### src/rtl/rf_stack_ctrl_if.sv
// rf_stack_ctrl_if -- request/strobe bundle between a call/return requester
// and the register-file stack controller.
//
// Signals:
//   call_req, ret_req   level requests from the requester, held until ctrl_done
//   rf_stack_push/pop   single-cycle strobes to the register file
//   rf_stack_pointer    stack pointer presented with the strobes
//   ctrl_busy           controller is not idle
//   ctrl_done           one-cycle completion pulse (accepted or rejected)
//   stack_full/empty    stack pointer at DEPTH / at zero
//   stack_err           sticky overflow/underflow flag
//   stack_hwm           stack pointer high-water mark (0 when tracking is off)
//
// Modports: master = requester side, slave = controller side.
interface rf_stack_ctrl_if #(
    parameter int PC_WIDTH = 6
);
    logic                call_req;
    logic                ret_req;
    logic                rf_stack_push;
    logic                rf_stack_pop;
    logic [PC_WIDTH-1:0] rf_stack_pointer;
    logic                ctrl_busy;
    logic                ctrl_done;
    logic                stack_full;
    logic                stack_empty;
    logic                stack_err;
    logic [PC_WIDTH-1:0] stack_hwm;

    modport master (
        output call_req, ret_req,
        input  rf_stack_push, rf_stack_pop, rf_stack_pointer, ctrl_busy,
               ctrl_done, stack_full, stack_empty, stack_err, stack_hwm
    );

    modport slave (
        input  call_req, ret_req,
        output rf_stack_push, rf_stack_pop, rf_stack_pointer, ctrl_busy,
               ctrl_done, stack_full, stack_empty, stack_err, stack_hwm
    );
endinterface

### src/rtl/rf_stack_ctrl.sv
// rf_stack_ctrl -- saves/restores register-file contexts on a hardware stack.
//
// A call pushes the current context (PUSH strobe at pointer SP, then SP+1);
// a return waits one read-latency cycle then pops (POP strobe at pointer SP,
// then SP-1). Overflow/underflow requests are rejected, set the sticky error
// flag and still complete with ctrl_done.
//
// Ports:
//   clk   rising-edge clock
//   rst   synchronous active-high reset
//   bus   rf_stack_ctrl_if.slave (requests in, strobes/status out)
//
// Parameters:
//   PC_WIDTH  stack pointer width
//   DEPTH     maximum number of saved contexts (1 .. 2**PC_WIDTH-1)
//
// Optional feature: define RF_STACK_CTRL_HWM_EN to track the SP high-water
// mark on stack_hwm; otherwise stack_hwm is constant zero.
module rf_stack_ctrl #(
    parameter int PC_WIDTH = 6,
    parameter int DEPTH    = 32
) (
    input  logic            clk,
    input  logic            rst,
    rf_stack_ctrl_if.slave  bus
);
    localparam logic [PC_WIDTH-1:0] DEPTH_SP = PC_WIDTH'(DEPTH);

    typedef enum logic [2:0] {
        IDLE,
        PUSH,
        POP_RD,
        POP,
        REJ
    } state_t;

    state_t              state_reg, state_next;
    logic [PC_WIDTH-1:0] sp_reg, sp_next;
    logic                done_reg, done_next;
    logic                err_reg, err_next;
    // Set on every completion; blocks re-acceptance until both requests
    // have been seen low in IDLE, so a held request cannot fire twice.
    logic                lock_reg, lock_next;
    logic                push, pop;
    logic                full, empty;

    assign full  = (sp_reg == DEPTH_SP);
    assign empty = (sp_reg == '0);

    always_ff @(posedge clk) begin
        if (rst) begin
            state_reg <= IDLE;
            sp_reg    <= '0;
            done_reg  <= 1'b0;
            err_reg   <= 1'b0;
            lock_reg  <= 1'b0;
        end else begin
            state_reg <= state_next;
            sp_reg    <= sp_next;
            done_reg  <= done_next;
            err_reg   <= err_next;
            lock_reg  <= lock_next;
        end
    end

    always_comb begin
        state_next = state_reg;
        sp_next    = sp_reg;
        done_next  = 1'b0;
        err_next   = err_reg;
        lock_next  = lock_reg;
        push       = 1'b0;
        pop        = 1'b0;
        case (state_reg)
            IDLE: begin
                if (lock_reg) begin
                    if (!bus.call_req && !bus.ret_req) begin
                        lock_next = 1'b0;
                    end
                end else if (bus.call_req) begin
                    // call has priority over a simultaneous ret
                    state_next = full ? REJ : PUSH;
                end else if (bus.ret_req) begin
                    state_next = empty ? REJ : POP_RD;
                end
            end
            PUSH: begin
                push       = 1'b1;
                sp_next    = sp_reg + PC_WIDTH'(1);
                state_next = IDLE;
                done_next  = 1'b1;
                lock_next  = 1'b1;
            end
            POP_RD: begin
                // stack memory read latency at address SP
                state_next = POP;
            end
            POP: begin
                pop        = 1'b1;
                sp_next    = sp_reg - PC_WIDTH'(1);
                state_next = IDLE;
                done_next  = 1'b1;
                lock_next  = 1'b1;
            end
            REJ: begin
                err_next   = 1'b1;
                state_next = IDLE;
                done_next  = 1'b1;
                lock_next  = 1'b1;
            end
            default: begin
                state_next = IDLE;
            end
        endcase
    end

    assign bus.rf_stack_push    = push;
    assign bus.rf_stack_pop     = pop;
    assign bus.rf_stack_pointer = sp_reg;
    assign bus.ctrl_busy        = (state_reg != IDLE);
    assign bus.ctrl_done        = done_reg;
    assign bus.stack_full       = full;
    assign bus.stack_empty      = empty;
    assign bus.stack_err        = err_reg;

`ifdef RF_STACK_CTRL_HWM_EN
    logic [PC_WIDTH-1:0] hwm_reg;

    always_ff @(posedge clk) begin
        if (rst) begin
            hwm_reg <= '0;
        end else if (sp_next > hwm_reg) begin
            hwm_reg <= sp_next;
        end
    end

    assign bus.stack_hwm = hwm_reg;
`else
    assign bus.stack_hwm = '0;
`endif

endmodule

### src/flat_wrapper.sv
// flat-port wrapper written by rule: the top's interface ports become plain ports
module rf_stack_ctrl_flat 
#(
    parameter int PC_WIDTH = 6,
    parameter int DEPTH    = 32
)
  (clk, rst, bus_call_req, bus_ret_req, bus_rf_stack_push, bus_rf_stack_pop, bus_rf_stack_pointer, bus_ctrl_busy, bus_ctrl_done, bus_stack_full, bus_stack_empty, bus_stack_err, bus_stack_hwm);
  rf_stack_ctrl_if #(.PC_WIDTH(PC_WIDTH)) bus_i ();
  input  logic clk;
  input  logic rst;
  input wire logic [$bits(bus_i.call_req)-1:0] bus_call_req;
  input wire logic [$bits(bus_i.ret_req)-1:0] bus_ret_req;
  output wire logic [$bits(bus_i.rf_stack_push)-1:0] bus_rf_stack_push;
  output wire logic [$bits(bus_i.rf_stack_pop)-1:0] bus_rf_stack_pop;
  output wire logic [$bits(bus_i.rf_stack_pointer)-1:0] bus_rf_stack_pointer;
  output wire logic [$bits(bus_i.ctrl_busy)-1:0] bus_ctrl_busy;
  output wire logic [$bits(bus_i.ctrl_done)-1:0] bus_ctrl_done;
  output wire logic [$bits(bus_i.stack_full)-1:0] bus_stack_full;
  output wire logic [$bits(bus_i.stack_empty)-1:0] bus_stack_empty;
  output wire logic [$bits(bus_i.stack_err)-1:0] bus_stack_err;
  output wire logic [$bits(bus_i.stack_hwm)-1:0] bus_stack_hwm;
  assign bus_i.call_req = bus_call_req;
  assign bus_i.ret_req = bus_ret_req;
  assign bus_rf_stack_push = bus_i.rf_stack_push;
  assign bus_rf_stack_pop = bus_i.rf_stack_pop;
  assign bus_rf_stack_pointer = bus_i.rf_stack_pointer;
  assign bus_ctrl_busy = bus_i.ctrl_busy;
  assign bus_ctrl_done = bus_i.ctrl_done;
  assign bus_stack_full = bus_i.stack_full;
  assign bus_stack_empty = bus_i.stack_empty;
  assign bus_stack_err = bus_i.stack_err;
  assign bus_stack_hwm = bus_i.stack_hwm;
  rf_stack_ctrl #(.PC_WIDTH(PC_WIDTH), .DEPTH(DEPTH)) u_core (.clk(clk), .rst(rst), .bus(bus_i));
endmodule
### config.mk
export PLATFORM = sky130hd
export DESIGN_NAME = rf_stack_ctrl_flat
export DESIGN_NICKNAME = d
export VERILOG_FILES = /design/src/rtl/rf_stack_ctrl_if.sv /design/src/rtl/rf_stack_ctrl.sv /design/src/flat_wrapper.sv
export SDC_FILE = /design/constraint.sdc
export NUM_CORES = 1
export LEC_CHECK = 0
export BUFFER_PORTS_ARGS = -buffer_cell sky130_fd_sc_hd__buf_2
export CORE_MARGIN = 3
export CORE_UTILIZATION = 53
export CTS_BUF_LIST = sky130_fd_sc_hd__clkbuf_16
export CTS_CLUSTER_DIAMETER = 50
export CTS_CLUSTER_SIZE = 10
export DETAILED_ROUTE_END_ITERATION = 10
export GPL_ROUTABILITY_DRIVEN = 0
export GPL_TIMING_DRIVEN = 0
export PLACE_DENSITY = 0.83
export SLEW_MARGIN = 20
export SYNTH_ARGS = -nofsm -noshare
export SYNTH_HDL_FRONTEND = slang
export SYNTH_SLANG_ARGS = --single-unit
export TNS_END_PERCENT = 30
### constraint.sdc
create_clock -name clk -period 5.4 [get_ports clk]
set_clock_uncertainty 0.15 [all_clocks]
set_input_delay 1.62 -clock clk [delete_from_list [all_inputs] [get_ports clk]]
set_output_delay 1.62 -clock clk [all_outputs]
set_load 0.005 [all_outputs]
==> Yosys cells after proc, flatten, opt, wreduce, memory -nomap -nowiden <==
Index checks and enable logic that the tools add are counted.
{ "word_totals": {"reg_bits": 12, "inputBits": 4, "wordCells": 37} }
{ "op_classes": {"add_sub_neg": 2, "n_eq_ne": 7, "muxes": 13, "reduce_logical": 10} }
{ "op_table": {"columns": ["cell", "count"], "rows": [
  ["3-bit 2-to-1 mux", 5],
  ["6-bit one-hot mux with 2 select lines", 1],
  ["6-bit by 1-bit adder with 6-bit output, second input constant", 1],
  ["3-bit by 2-bit equality test with 1-bit output, second input constant", 2],
  ["6-bit equality test, second input constant", 1],
  ["6-bit zero test", 1],
  ["3-bit one-hot mux with 2 select lines", 1],
  ["6-bit by 1-bit subtractor with 6-bit output, second input constant", 1],
  ["1-bit 2-to-1 mux", 5],
  ["2-bit nonzero test", 2],
  ["3-bit by 1-bit equality test with 1-bit output, second input constant", 1],
  ["3-bit equality test, second input constant", 1],
  ["3-bit zero test", 1],
  ["3-bit != test, second input constant", 1],
  ["3-bit nonzero test", 1],
  ["3-bit OR reduction", 1],
  ["1-bit zero test", 2],
  ["2-bit != test, second input constant", 1],
  ["1-bit one-hot mux with 2 select lines", 1],
  ["2-bit AND reduction", 1],
  ["1-bit logical AND", 1]
]} }

==> Depth between registers and ports, before layout <==
{ "depth": {"word_depth": 6, "mapped_depth": 8, "mapped_depth_nobuf": 8} }

==> Least setup slack after synthesis <==
No wires, ideal clock.
{ "synth_path": {"path_type": "reg2out", "start": "register u_core.sp_reg[0], in the netlist u_core.bus.rf_stack_pointer[0]", "end": "output port bus_stack_full", "arrival_time_ns": 1.190, "t_required_ns": 3.630, "slack_ns": 2.440, "path_stages_with_launch": 4, "n_path_buf": 0, "cell_sequence": "dfxtp_1 -> or4_1 -> nor2_1 -> and2_1"} }
{ "synth_via": {"elab_chain_cells": 1} }
{ "synth_lines": {"columns": ["element", "line", "text"], "rows": [
  ["from (decl)", "rf_stack_ctrl.sv:38", "logic [PC_WIDTH-1:0] sp_reg, sp_next;"],
  ["from (signal assigned)", "rf_stack_ctrl.sv:59", "sp_reg <= sp_next;"],
  ["6-bit equality test", "rf_stack_ctrl.sv:47", "assign full = (sp_reg == DEPTH_SP);"],
  ["to (decl)", "flat_wrapper.sv:18", "output wire logic [$bits(bus_i.stack_full)-1:0] bus_stack_full;"]
]} }
No other way between the ends.

==> Worst setup path after layout <==
Same ends and word-level chain as after synthesis.

==> impl_metrics.py <==
metrics = {
    "detailed_routing": {
        "dr.pass1.iters": 4,
        "drt_wl_total_um": 1600,
        "detailroute.via_count": 696,
        "antenna_violating_nets_post_route": 0,
        "detailedRoute.firstIterationViolations": 5,
        "routedWlPerCell_um": 12.21,
        "drcViolationCount": 0,
        "detail_route.vias_per_cell": 5.313,
    },
    "floorplanning": {
        "initial_core_util_pct": 57.97,
        "placementRows": 13,
        "chipWidth_um": 44.20,
        "placeableCoreArea_mm2": 0.001334,
        "die_area_mm2": 0.001953,
        "i_o_pin_count": 23,
        "die_height_um": 44.20,
    },
    "clocking": {
        "cts_htree_levels": 1,
        "tritoncts": "built",
        "post_cts_hold_buffer_count": 0,
        "cts.path.max_buffers": 2,
        "clk-insertion-delay-late_ns": 0.24,
        "cts.sink_count": 12,
        "cts.clk_slew.worst_paths_ns": 0.04,
        "numCtsBuffers": 3,
        "cts_root_buffer": "sky130_fd_sc_hd__clkbuf_16",
        "post-cts-setup-buffer-count": 0,
        "post_cts.resized_instances": 0,
    },
    "sta": {
        "tightest_hold_margin_ns": 0.3140,
        "maxSlewViolCount": 0,
        "period_needed_ns": 3.339,
        "period_share_pct": 61.84,
        "final-hold-violation-count": 0,
        "fin_setup_tns_ns": 0,
        "fmax_mhz": 299.5,
        "grt_setup_unrepaired": "no",
        "finalSetupViolations": 0,
        "finalWorstSetupSlack_ns": 2.061,
    },
    "pwr": {
        "seq_power_share_pct": 35.4,
        "p_switching_uw": 71.57,
        "combinationalPowerShare_pct": 17.9,
        "vdd_ir_drop_max_v": 0.0002408,
        "p_leak_uw": 0.0004880,
        "p_sw_share_pct": 24.74,
        "power-per-cell-area_mw_per_mm2": 298.3,
        "internal-power_uw": 217.7,
        "clock_network_fraction_of_total_power_pct": 46.7,
    },
    "logic_synthesis": {
        "number_of_instances_in_the_synthesized_netlist": 91,
        "synth-seq-cells": 12,
        "yosysWarnings": 0,
        "synth_seq_area_share_pct": 31.07,
        "netlist_area_um2": 773.2,
        "ys_types": 33,
        "avgSynthCellArea_um2": 8.497,
    },
    "grt": {
        "grt_overflow_total": 0,
        "vias_in_the_first_global_route": 607,
        "wire_length_of_the_first_global_routing_pass_um": 2608,
        "pin_count_of_the_biggest_net_entering_global_routing": 11,
        "antenna_violations_before_repair": 0,
        "grt_util_all_layers_pct": 18.72,
    },
    "critical_path": {
        "crit_family": "simple AND/OR/NAND/NOR gates",
        "worst_setup_path_startpoint": "u_core.bus.rf_stack_pointer[0]",
        "cp_max_fo": 6,
        "reg2reg_from": "u_core.state_reg[0]",
        "critical_path.reg2reg.endpoint": "u_core.bus.rf_stack_pointer[5]",
        "worstSetupPathType": "reg -> out",
        "cp_data_required_time_ns": 3.63,
        "setup.reg_to_reg.worst_slack_ns": 2.73,
        "critPathArrivalTime_ns": 1.57,
        "wp_buf_inv": 1,
        "worst-r2r-cell-count": 8,
        "worst_path_max_delay_cell": "sky130_fd_sc_hd__or4_1",
        "critical_path_s_largest_stage_delay_ns": 0.60,
        "crit_path_start_kind": "register",
        "crit_chain": "or4_1 > nor2_1 > and2_1 > buf_2",
        "endpoint_kind": "output port",
    },
    "place": {
        "number_of_port_buffers": 16,
        "place.detailed.hpwl_um": 1223,
        "pre_cts_ws_ns": 2.311,
    },
    "finish": {
        "antenna-diode-count": 0,
        "area_delta_synth_final_pct": 25.40,
        "num-fill-cells": 113,
        "layout.cells.most_common": "sky130_fd_sc_hd__buf_2",
        "layout-drive-gt1-share_pct": 26.72,
        "final_nets": 126,
        "layout.cells.most_common_list": "sky130_fd_sc_hd__buf_2, sky130_fd_sc_hd__dfxtp_1, sky130_fd_sc_hd__nor2_1",
        "flip_flop_count_of_the_largest_register_all_copies_and_words_added": 6,
    },
    "hold_path": {
        "hold_start": "u_core.bus.stack_err",
        "min-delay-path-class": "reg -> reg",
        "timing.hold.worst_path_depth": 2,
        "hold_end": "u_core.bus.stack_err",
    },
    "outcome": {
        "status": "finished clean",
    },
    "run": {
        "max-cap-violations": 0,
    },
}
cell type report:
cell class / instances / area, um^2 / share of cell area [%]
repair buffers: 16 / 80.08 / 8.258
multi-input cells: 70 / 467.9 / 48.26
well taps: 15 / 18.77 / 1.935
clock inverters: 1 / 3.754 / 0.3871
inverters: 5 / 18.77 / 1.935
plain buffers: 9 / 65.06 / 6.710
clock buffers: 3 / 75.07 / 7.742
flip-flops and latches: 12 / 240.2 / 24.77
worst min-delay path, cell delays in order, from the launching register on:
cell	delay, ns
sky130_fd_sc_hd__dfxtp_1	0.32
sky130_fd_sc_hd__a21oi_1	0.04
sky130_fd_sc_hd__nor2_1	0.07
synthesized netlist by cell type:
cell	count	area [um^2]
sky130_fd_sc_hd__dfxtp_1	12	240.2
sky130_fd_sc_hd__nor2_1	8	30.03
sky130_fd_sc_hd__a21oi_1	7	35.03
sky130_fd_sc_hd__buf_4	6	45.04
sky130_fd_sc_hd__inv_1	5	18.77
sky130_fd_sc_hd__nand2_1	5	18.77
sky130_fd_sc_hd__o21a_1	5	37.54
sky130_fd_sc_hd__ha_1	4	50.05
sky130_fd_sc_hd__a211oi_1	3	22.52
sky130_fd_sc_hd__nand2b_1	3	18.77
sky130_fd_sc_hd__nor2b_1	3	18.77
sky130_fd_sc_hd__nor3_1	3	15.01
sky130_fd_sc_hd__a211o_1	2	17.52
sky130_fd_sc_hd__nand3_1	2	10.01
sky130_fd_sc_hd__nor3_2	2	20.02
sky130_fd_sc_hd__nor3b_1	2	15.01
sky130_fd_sc_hd__nor4b_1	2	17.52
sky130_fd_sc_hd__o21ai_1	2	10.01
sky130_fd_sc_hd__a21o_1	1	7.510
sky130_fd_sc_hd__and2_1	1	6.260
sky130_fd_sc_hd__buf_2	1	5.000
sky130_fd_sc_hd__buf_6	1	11.26
sky130_fd_sc_hd__clkbuf_1	1	3.750
sky130_fd_sc_hd__conb_1	1	3.750
sky130_fd_sc_hd__fa_1	1	20.02
sky130_fd_sc_hd__mux2_1	1	11.26
sky130_fd_sc_hd__nand4bb_1	1	11.26
sky130_fd_sc_hd__o21ai_0	1	5.000
sky130_fd_sc_hd__o311ai_1	1	8.760
sky130_fd_sc_hd__o41ai_1	1	8.760
sky130_fd_sc_hd__or3_4	1	11.26
sky130_fd_sc_hd__or4_1	1	7.510
sky130_fd_sc_hd__or4_4	1	11.26
routing by layer:
metal  track usage (%)  routed length [um]  vias up
met3             7.317                  90        2
met2             30.81                 800       14
met4             9.036                  15        0
met5                 0                   0        -
li1                  -                   -      366
met1             21.00                 694      314
cells by family after synthesis:
logic type               count (synthesis)  synth area share [%]
flip-flops                              12                 31.07
adder cells (fa/ha/maj)                  5                 9.062
other                                    1                0.4850
AO/OA/AOI/OAI                           23                 19.74
multiplexers                             1                 1.456
AND/OR/NAND/NOR                         35                 27.35
buffers and inverters                   14                 10.84
power by group through the flow:
stage / Sequential (uW) / Clock, uW / Combinational [uW]
3_3_place_gp: 103 / 0 / 50.4
2_1_floorplan: 103 / 0 / 36.1
5_1_grt: 104 / 141 / 58.6
3_5_place_dp: 104 / 0 / 51.6
4_1_cts: 102 / 137 / 52.3
6_report: 102 / 135 / 51.8
per-stage QoR:
step	std cells	power, uW	area, um^2	util, %
after floorplan	96	139.0	792.0	-
after global placement	127	153.8	890.9	66.79
after detailed placement	127	155.3	890.9	66.79
after CTS	131	291.8	969.7	72.70
after global routing	131	303.8	969.7	72.70
final	131	289.2	969.7	72.70
worst max-delay path by stage:
stage | end | slack, ns | depth (start not counted)
6_report | bus_stack_full | 2.06 | 4
5_1_grt | bus_stack_full | 1.91 | 4
4_1_cts | bus_stack_full | 2.05 | 4
3_5_place_dp | bus_stack_full | 2.31 | 4
3_3_place_gp | bus_stack_full | 2.32 | 4
2_1_floorplan | bus_stack_full | 2.44 | 3
Note: power is estimated with default switching activity, not from simulation.
